## src/rtl/fpu_mul_arbiter.sv

```systemverilog
// Two-requester round-robin front end for a shared single-precision multiplier.
// One transaction in flight; operands and products pass through untouched.
module fpu_mul_arbiter (
    input  logic        clk,
    input  logic        rst,
    input  logic [31:0] req_a_0,
    input  logic [31:0] req_b_0,
    input  logic        req_stb_0,
    output logic        req_ack_0,
    output logic [31:0] result_0,
    output logic        result_stb_0,
    input  logic        result_ack_0,
    input  logic [31:0] req_a_1,
    input  logic [31:0] req_b_1,
    input  logic        req_stb_1,
    output logic        req_ack_1,
    output logic [31:0] result_1,
    output logic        result_stb_1,
    input  logic        result_ack_1,
    output logic [31:0] mul_a,
    output logic [31:0] mul_b,
    output logic        mul_a_stb,
    output logic        mul_b_stb,
    input  logic        mul_a_ack,
    input  logic        mul_b_ack,
    input  logic [31:0] mul_z,
    input  logic        mul_z_stb,
    output logic        mul_z_ack,
    output logic        busy,
    output logic        owner
);

    typedef enum logic [1:0] {
        IDLE,
        SEND,
        WAIT_Z,
        DELIVER
    } state_t;

    state_t state;
    logic   last_grant;
    logic   grant;
    logic   a_done;
    logic   b_done;
    logic   own_ack;

    // On a tie the requester that did not win last time gets the multiplier.
    always_comb begin
        grant = req_stb_1;
        if (req_stb_0 && req_stb_1) begin
            grant = ~last_grant;
        end
    end

    assign a_done  = !mul_a_stb || mul_a_ack;
    assign b_done  = !mul_b_stb || mul_b_ack;
    assign own_ack = owner ? result_ack_1 : result_ack_0;
    assign busy    = (state != IDLE);

    always_ff @(posedge clk or posedge rst) begin
        if (rst) begin
            state        <= IDLE;
            last_grant   <= 1'b1;
            owner        <= 1'b0;
            req_ack_0    <= 1'b0;
            req_ack_1    <= 1'b0;
            mul_a        <= 32'h0;
            mul_b        <= 32'h0;
            mul_a_stb    <= 1'b0;
            mul_b_stb    <= 1'b0;
            mul_z_ack    <= 1'b0;
            result_0     <= 32'h0;
            result_1     <= 32'h0;
            result_stb_0 <= 1'b0;
            result_stb_1 <= 1'b0;
        end else begin
            req_ack_0 <= 1'b0;
            req_ack_1 <= 1'b0;
            mul_z_ack <= 1'b0;
            case (state)
                IDLE: begin
                    if (req_stb_0 || req_stb_1) begin
                        owner      <= grant;
                        last_grant <= grant;
                        mul_a      <= grant ? req_a_1 : req_a_0;
                        mul_b      <= grant ? req_b_1 : req_b_0;
                        req_ack_0  <= ~grant;
                        req_ack_1  <= grant;
                        mul_a_stb  <= 1'b1;
                        mul_b_stb  <= 1'b1;
                        state      <= SEND;
                    end
                end
                SEND: begin
                    if (mul_a_ack) begin
                        mul_a_stb <= 1'b0;
                    end
                    if (mul_b_ack) begin
                        mul_b_stb <= 1'b0;
                    end
                    if (a_done && b_done) begin
                        state <= WAIT_Z;
                    end
                end
                WAIT_Z: begin
                    if (mul_z_stb) begin
                        mul_z_ack <= 1'b1;
                        if (owner) begin
                            result_1     <= mul_z;
                            result_stb_1 <= 1'b1;
                        end else begin
                            result_0     <= mul_z;
                            result_stb_0 <= 1'b1;
                        end
                        state <= DELIVER;
                    end
                end
                DELIVER: begin
                    if (own_ack) begin
                        result_stb_0 <= 1'b0;
                        result_stb_1 <= 1'b0;
                        state        <= IDLE;
                    end
                end
                default: state <= IDLE;
            endcase
        end
    end

endmodule

```

## config.mk

```make
export PLATFORM = sky130hd
export DESIGN_NAME = fpu_mul_arbiter
export DESIGN_NICKNAME = d
export VERILOG_FILES = /design/src/rtl/fpu_mul_arbiter.sv
export SDC_FILE = /design/constraint.sdc
export NUM_CORES = 1
export LEC_CHECK = 0
export ABC_AREA = 1
export CORE_ASPECT_RATIO = 1.75
export CORE_MARGIN = 2
export CORE_UTILIZATION = 34
export CTS_CLUSTER_SIZE = 20
export DETAILED_ROUTE_END_ITERATION = 10
export GPL_ROUTABILITY_DRIVEN = 0
export PLACE_DENSITY = 0.71
export SYNTH_ARGS = -nofsm -noshare
export SYNTH_HDL_FRONTEND = slang
export SYNTH_SLANG_ARGS = --single-unit
```

## constraint.sdc

```tcl
create_clock -name clk -period 8.75 [get_ports clk]
set_input_delay 0.875 -clock clk [delete_from_list [all_inputs] [get_ports clk]]
set_output_delay 0.875 -clock clk [all_outputs]
set_load 0.02 [all_outputs]
```

After elaboration in Yosys (flattened, before gate mapping)
Index checks and enable logic that the tools add are counted.
- eq/ne operators: 11
- reductions and logical operators: 19
- bitwise logic cells: 3
- mux-type cells: 27
- operators by type and width (cell ; count):
    2-to-1 mux 32 bit ; 2
    2-to-1 mux 1 bit ; 16
    inequality test 2 bit (second input constant) ; 8
    AND reduction 3 bit ; 4
    AND reduction 4 bit ; 3
    2-to-1 mux 2 bit ; 4
    case mux 1 bit (2 select lines) ; 4
    case mux 2 bit (4 select lines) ; 1
    nonzero test 2 bit ; 3
    == test 2 bit (second input constant) ; 2
    logical OR 1 bit ; 3
    NOT 1 bit ; 3
    == test 2 x 1 -> 1 bit (second input constant) ; 1
    logical AND 1 bit ; 2
    zero test 1 bit ; 2
    zero test 2 bit ; 1
    AND reduction 2 bit ; 1
- bits in registers: 139
- input bits: 169

Depth between registers and ports, before layout
Gate-level depths: netlist of the first run.
- word-level depth: 5
- mapped depth: 10
- mapped depth without buffers: 10

Worst setup path after synthesis of the first run
Ideal clock, no wire load.
- kind: input port to flip-flop
- start point: in req_stb_0
- end point: reg mul_a[0]
- library setup time: 0.069 ns
- arrival: 1.768 ns
- path slack: 6.913 ns
- stages on the path: 6
- path buffers: 1
- cells stage by stage: nand2_1 nand2_1 nor2_2 clkbuf_1 nand2_1 nand3_1
- word-level cells in the longest chain between the ends: 3
- RTL lines (item ; RTL line ; text):
    start: declaration ; 8 ; input logic req_stb_0,
    logical AND 1 bit ; 50 ; if (req_stb_0 && req_stb_1) begin
    2-to-1 mux 1 bit ; 50 ;
    2-to-1 mux 32 bit ; 85 ; mul_a <= grant ? req_a_1 : req_a_0;
    end signal: assignment ; 85 ;
    end: declaration ; 20 ; output logic [31:0] mul_a,
Parallel ways exist; a longest one is shown, timed or not.
A chain may end at the register's enable or synchronous reset.

Worst setup path in the final report of the first run
- start point: reg state[1]
- end point: out busy
- word-level cells in the longest chain between the ends: 1
- RTL lines (item ; RTL line ; text):
    start: declaration ; 40 ; state_t state;
    start signal: assignment ; 62 ; state <= IDLE;
    start signal: assignment ; 91 ; state <= SEND;
    start signal: assignment ; 102 ; state <= WAIT_Z;
    nonzero test 2 bit ; 58 ; assign busy = (state != IDLE);
    end: declaration ; 29 ; output logic busy,
No other way between the ends.

==> impl_metrics.json, run 1 <==
{
  "required_ns": 7.88,
  "synth_compound_area_share_pct": 7.35,
  "dpl.hpwl_mm": 13.4,
  "drtIter0Drc": 193,
  "fin_setup_tns_ns": 0,
  "area_growth_pct": 67.1,
  "synthXorXnorAreaFrac_pct": 0,
  "synth_cells": 660,
  "fin_ws_ns": 5.94,
  "core_area_um2": 16400,
  "finClkSkew_ns": 0.0101,
  "fmax_ghz": 0.356,
  "peakVddDrop_mv": 0.176,
  "postRouteAntennaNets": 0,
  "tightest_slew_ns": 1.07,
  "diodes": 0,
  "post-cts-setup-buffer-count": 0,
  "cts.sinks": 139,
  "crit_chain": "inv_1 > ha_1 > inv_1 > clkdlybuf4s50_1",
  "die_w_um": 102,
  "setup_viol": 0,
  "synth_top_family_by_area": "simple AND/OR/NAND/NOR gates",
  "cp_common_cell": "inv_1",
  "muxShareOfSynthArea_pct": 0,
  "path_buf_inv": 3,
  "numCtsBuffers": 17,
  "multi_input_area_um2": 1920,
  "slew_headroom_pct": 28.3,
  "rsz0062_at_grt": "false",
  "pre_cts_ws_ns": 5.79,
  "yosys.area_share.simple_pct": 24.9,
  "numPortBuffers": 305,
  "synth_fp_nets": 834,
  "finalCritPeriodShare_pct": 32.1,
  "start_util_pct": 34.7,
  "grt_pass1_vias": 5423,
  "syn_avg_cell_area_um2": 8.64,
  "outcome": "complete, no violations",
  "syn_area_um2": 5710,
  "routed_wl_mm": 18.4,
  "period_needed_ns": 2.81,
  "crit_slowest_cell": "clkdlybuf4s50_1",
  "seq_area_frac_synth_pct": 61.0,
  "maxSlewViolCount": 0,
  "htreeDepth": 4,
  "path_delay_family": "buffers and inverters",
  "track_usage_pct": 20.3,
  "grt_pass1_wl_mm": 28.1,
  "final-seq-area_um2": 3480,
  "viasPerCell": 4.57,
  "n_fill_cell": 1539,
  "synth_warnings": 0,
  "ctsResizeCount": 0,
  "fp.dieH_um": 175,
  "hold_class": "reg2reg",
  "first_pass_iters": 4,
  "final_nets": 1131,
  "cap_violations": 0,
  "drc_errors": 0,
  "cts_tree": "built",
  "cpPeakStageDelay_ns": 0.65,
  "vias": 5443,
  "critPathKind": "reg2out",
  "synthDistinctLibCells": 15,
  "crit_path_max_fanout": 4,
  "hold_violations": 0,
  "startpoint_type": "flip-flop",
  "drive_gt1_share_pct": 4.14,
  "cellPowerDensity_nw_per_um2": 369,
  "die_area_um2": 17900,
  "row_count": 62,
  "pin_count": 306,
  "clk_latency_ns": 0.41,
  "grt_max_degree": 95,
  "antenna_found_initial": 0,
  "synth-adder-area-share_pct": 1.10,
  "gr-total-overflow": 0,
  "clkSlewWorstSetupHoldPaths_ns": 0.06,
  "cts_buffer_depth": 2,
  "critical_path.endpoint_type": "primary output",
  "power.leakage_nw": 4.41,
  "clockRootBuffer": "clkbuf_16",
  "cp.arrival_ns": 1.93,
  "hold_buffers": 0,
  "wl_per_cell_um": 15.4,
  "ys_ff_latch": 139
}
layer usage:
layer	wire length, um	global-route usage [%]
met1	6750	22.7
met2	9250	34.5
met3	1600	6.25
met4	753	9.50
met5	0	0
registers in the layout, summed over array words and instances (netlist names):
signal        flops
result_stb_1      1
result_stb_0      1
state             2
result_1         32
mul_a_stb         1
last_grant        1
req_ack_0         1
mul_b_stb         1
result_0         32
mul_b            32
mul_z_ack         1
owner             1
mul_a            32
req_ack_1         1
stage by stage:
step	power [mW]	cells	cell area (um2)	utilization [%]	hold WS, ns
finish	3.52	1191	9540	58.0	0.483
floorplan	1.98	660	5710	-	0.447
CTS	3.57	1191	9540	58.0	0.485
global route	3.76	1191	9540	58.0	0.504
global placement	2.80	1162	8960	54.5	0.464
detailed placement	2.83	1162	8960	54.5	0.474
cells in the mapped netlist, drive strengths merged:
library cell	instances	area, um2
dfrtp	138	3450
nand3	70	350
dfstp	1	26.3
ha	5	62.6
clkbuf	16	60.1
nand2	281	1050
inv	50	188
nor2	4	17.5
o21bai	3	22.5
buf	15	73.8
a21oi	7	46.3
o21ai	70	350
kinds of logic (layout without fill, tap and decap cells):
kind of cell / after synthesis / in the layout
AO/OA/AOI/OAI: 80 / 80
adder cells (fa/ha/maj): 5 / 5
buffers and inverters: 81 / 388
flip-flops: 139 / 139
AND/OR/NAND/NOR: 355 / 355
path summary, 6_finish.rpt:
kind / start / to / slack, ns / cells past startpoint
min in group asynchronous: rst / result_1[20]$_DFFE_PP0P_ / 1.03 / 2
setup / recovery: state[1]$_DFFE_PP0P_ / busy / 5.94 / 4
hold reg to reg: last_grant$_DFFE_PP1P_ / last_grant$_DFFE_PP1P_ / 0.48 / 2
max in group asynchronous: rst / mul_a_stb$_DFFE_PP0P_ / 6.59 / 3
setup reg to reg: state[0]$_DFFE_PP0P_ / result_1[11]$_DFFE_PP0P_ / 6.42 / 4
hold / removal: last_grant$_DFFE_PP1P_ / last_grant$_DFFE_PP1P_ / 0.48 / 2
worst reg2reg max path, stage by stage, from the launching register on:
cell     delay [ns]
dfrtp_1        0.40
inv_1          0.13
ha_1           0.29
nand3_2        0.83
o21ai_0        0.56
where the power goes:
group          internal, mW  total [mW]  switching (mW)  leakage (nW)
Combinational         0.765        1.69           0.923          2.40
Sequential            0.950        1.11           0.164          1.73
Clock                 0.443       0.720           0.277         0.284
Total                  2.16        3.52            1.36          4.41
area by class of cell:
type                            count  area share [%]
Clock inverter                     12            1.60
Multi-Input combinational cell    440            20.2
Inverter                           50            2.02
Sequential cell                   139            36.5
Tap cell                          224            2.94
Timing Repair Buffer              309            32.3
Clock buffer                       17            4.46
layout by cell type, fill, tap and decap left out:
cell type	instances
clkdlybuf4s50_1	305
nand2_1	280
dfrtp_1	138
o21ai_0	70
nand3_1	68
inv_1	49
clkbuf_16	17
a21oi_1	6
ha_1	5
clkinv_4	4
clkinv_2	4
buf_4	4
nor2_1	3
o21bai_1	3
bufinv_16	3
nand3_2	2
nand2_2	1
a21oi_4	1
nor2_4	1
inv_6	1
clkinvlp_4	1
dfstp_2	1
No activity file was read; power rests on OpenSTA's default activity.
==> run 2, diff against run 1 <==
==> constraint.sdc (replaced) <==
create_clock -name clk -period 2.6 [get_ports clk]
set_input_delay 0.26 -clock clk [delete_from_list [all_inputs] [get_ports clk]]
set_output_delay 0.26 -clock clk [all_outputs]
set_load 0.02 [all_outputs]
==> run 2 against run 1 <==
Net effect: via count rose by 0.64%; largest cell class unchanged; cell count increased by 0.59%; utilization increased by 0.54 points; highest routed layer unchanged; total power grew to 3.4 times the previous value; count of clock-buffer cells in the layout rose by 3; combinational power grew to 3.4 times the previous value; critical path depth unchanged; flip-flop and latch count is the same; sequential power increased to 3.4 times the previous value.
==> impl_metrics.json, run 2 (synthesis gave the netlist of run 1 again) <==
{
  "stdcell_count": 1198,
  "startpoint_type": "flip-flop",
  "die_w_um": 102,
  "crit_path_max_fanout": 4,
  "dpl.hpwl_mm": 13.5,
  "slew_headroom_pct": 59.2,
  "cts.sinks": 139,
  "post-cts-setup-buffer-count": 0,
  "period_needed_ns": 2.25,
  "fp.dieH_um": 175,
  "postRouteAntennaNets": 0,
  "final_cell_mix": "305 x clkdlybuf4s50_1, 280 x nand2_1, 138 x dfrtp_1, 70 x o21ai_0, 68 x nand3_1",
  "antenna_found_initial": 0,
  "finClkSkew_ns": 0.00960,
  "pin_count": 306,
  "hold_class": "in2async",
  "drtIter0Drc": 170,
  "first_pass_iters": 4,
  "cellPowerDensity_nw_per_um2": 1250,
  "rsz0062_at_grt": "false",
  "vias": 5478,
  "area_growth_pct": 68.7,
  "cts_tree": "built",
  "power.leakage_nw": 4.43,
  "numCtsBuffers": 17,
  "ctsResizeCount": 0,
  "placed_cells": 1166,
  "tightest_slew_ns": 0.612,
  "required_ns": 2.34,
  "final_nets": 1135,
  "die_area_um2": 17900,
  "critical_path.endpoint_type": "primary output",
  "cts_buffer_depth": 2,
  "row_count": 62,
  "gr-total-overflow": 0,
  "viasPerCell": 4.57,
  "fin_util_pct": 58.5,
  "final_common_cell": "clkdlybuf4s50_1",
  "fmax_ghz": 0.445,
  "wl_per_cell_um": 15.4,
  "track_usage_pct": 20.7,
  "fin_setup_tns_ns": 0,
  "cp.arrival_ns": 1.99,
  "hold_violations": 0,
  "start_util_pct": 34.7,
  "critPathKind": "reg2out",
  "drc_errors": 0,
  "outcome": "complete, no violations",
  "core_area_um2": 16400,
  "diodes": 0,
  "peakVddDrop_mv": 0.533,
  "drive_gt1_share_pct": 4.52,
  "maxSlewViolCount": 0,
  "hold_buffers": 0,
  "grt_pass1_wl_mm": 28.6,
  "clk_latency_ns": 0.41,
  "routed_wl_mm": 18.5,
  "grt_max_degree": 93,
  "finalCritPeriodShare_pct": 86.4,
  "p_total_mw": 12.0,
  "setup_viol": 0,
  "htreeDepth": 4,
  "clkSlewWorstSetupHoldPaths_ns": 0.06,
  "numPortBuffers": 305,
  "clockRootBuffer": "clkbuf_16",
  "grt_pass1_vias": 5567,
  "cap_violations": 0
}
## run 2: changes by cell type in the layout (fill, tap and decap cells not counted), sizes merged
cell,before,now
buf,4,8
clkinvlp,1,5
clkinv,8,1
clkbuf,17,20
inv,50,53
## run 2: layer usage
| metal | vias up | wire (um) | track usage [%] |
|---|---|---|---|
| met4 | 0 | 628 | 9.06 |
| li1 | 2678 | - | - |
| met2 | 219 | 9570 | 36.7 |
| met3 | 36 | 1620 | 6.96 |
| met5 | - | 0 | 0 |
| met1 | 2545 | 6650 | 21.8 |
## run 2: metrics by stage
step	setup WS, ns	hold slack [ns]	instance area, um2
global placement	0.759	0.467	9020
detailed placement	0.714	0.472	9020
finish	0.354	0.341	9620
CTS	0.309	0.370	9620
global route	0.281	0.385	9620
floorplan	0.606	0.364	5710
## run 2: report_power, final
part | total [mW] | switching, mW | internal, mW
clock network | 2.52 | 0.996 | 1.53
logic | 5.74 | 3.12 | 2.61
registers | 3.76 | 0.568 | 3.20
## run 2: final timing paths
kind	cells past startpoint	from	end	slack (ns)
worst min register to register	2	result_1[19]$_DFFE_PP0P_	result_1[19]$_DFFE_PP0P_	0.48
min in group clk	3	req_b_0[3]	mul_b[3]$_DFFE_PP0P_	0.40
worst min-delay path	3	rst	mul_a[2]$_DFFE_PP0P_	0.34
max in group asynchronous	3	rst	result_1[31]$_DFFE_PP0P_	1.75
worst max register to register	7	state[0]$_DFFE_PP0P_	mul_b[23]$_DFFE_PP0P_	0.87
worst max-delay path	4	state[0]$_DFFE_PP0P_	busy	0.35
## run 2: area by class of cell
| type | instances | area, um2 |
|---|---|---|
| tap | 224 | 280 |
| clock buffer | 20 | 437 |
| inverter | 50 | 191 |
| timing repair buffer | 313 | 3150 |
| clock inverter | 12 | 164 |
| multi-input combinational | 440 | 1920 |
| fill | 1495 | 6820 |
| sequential | 139 | 3480 |
## run 2: worst max-delay path: stages, from the launching register on
cell and delay (ns):
dfrtp_1 0.39, inv_1 0.11, ha_1 0.26, inv_1 0.17
clkdlybuf4s50_1 0.65
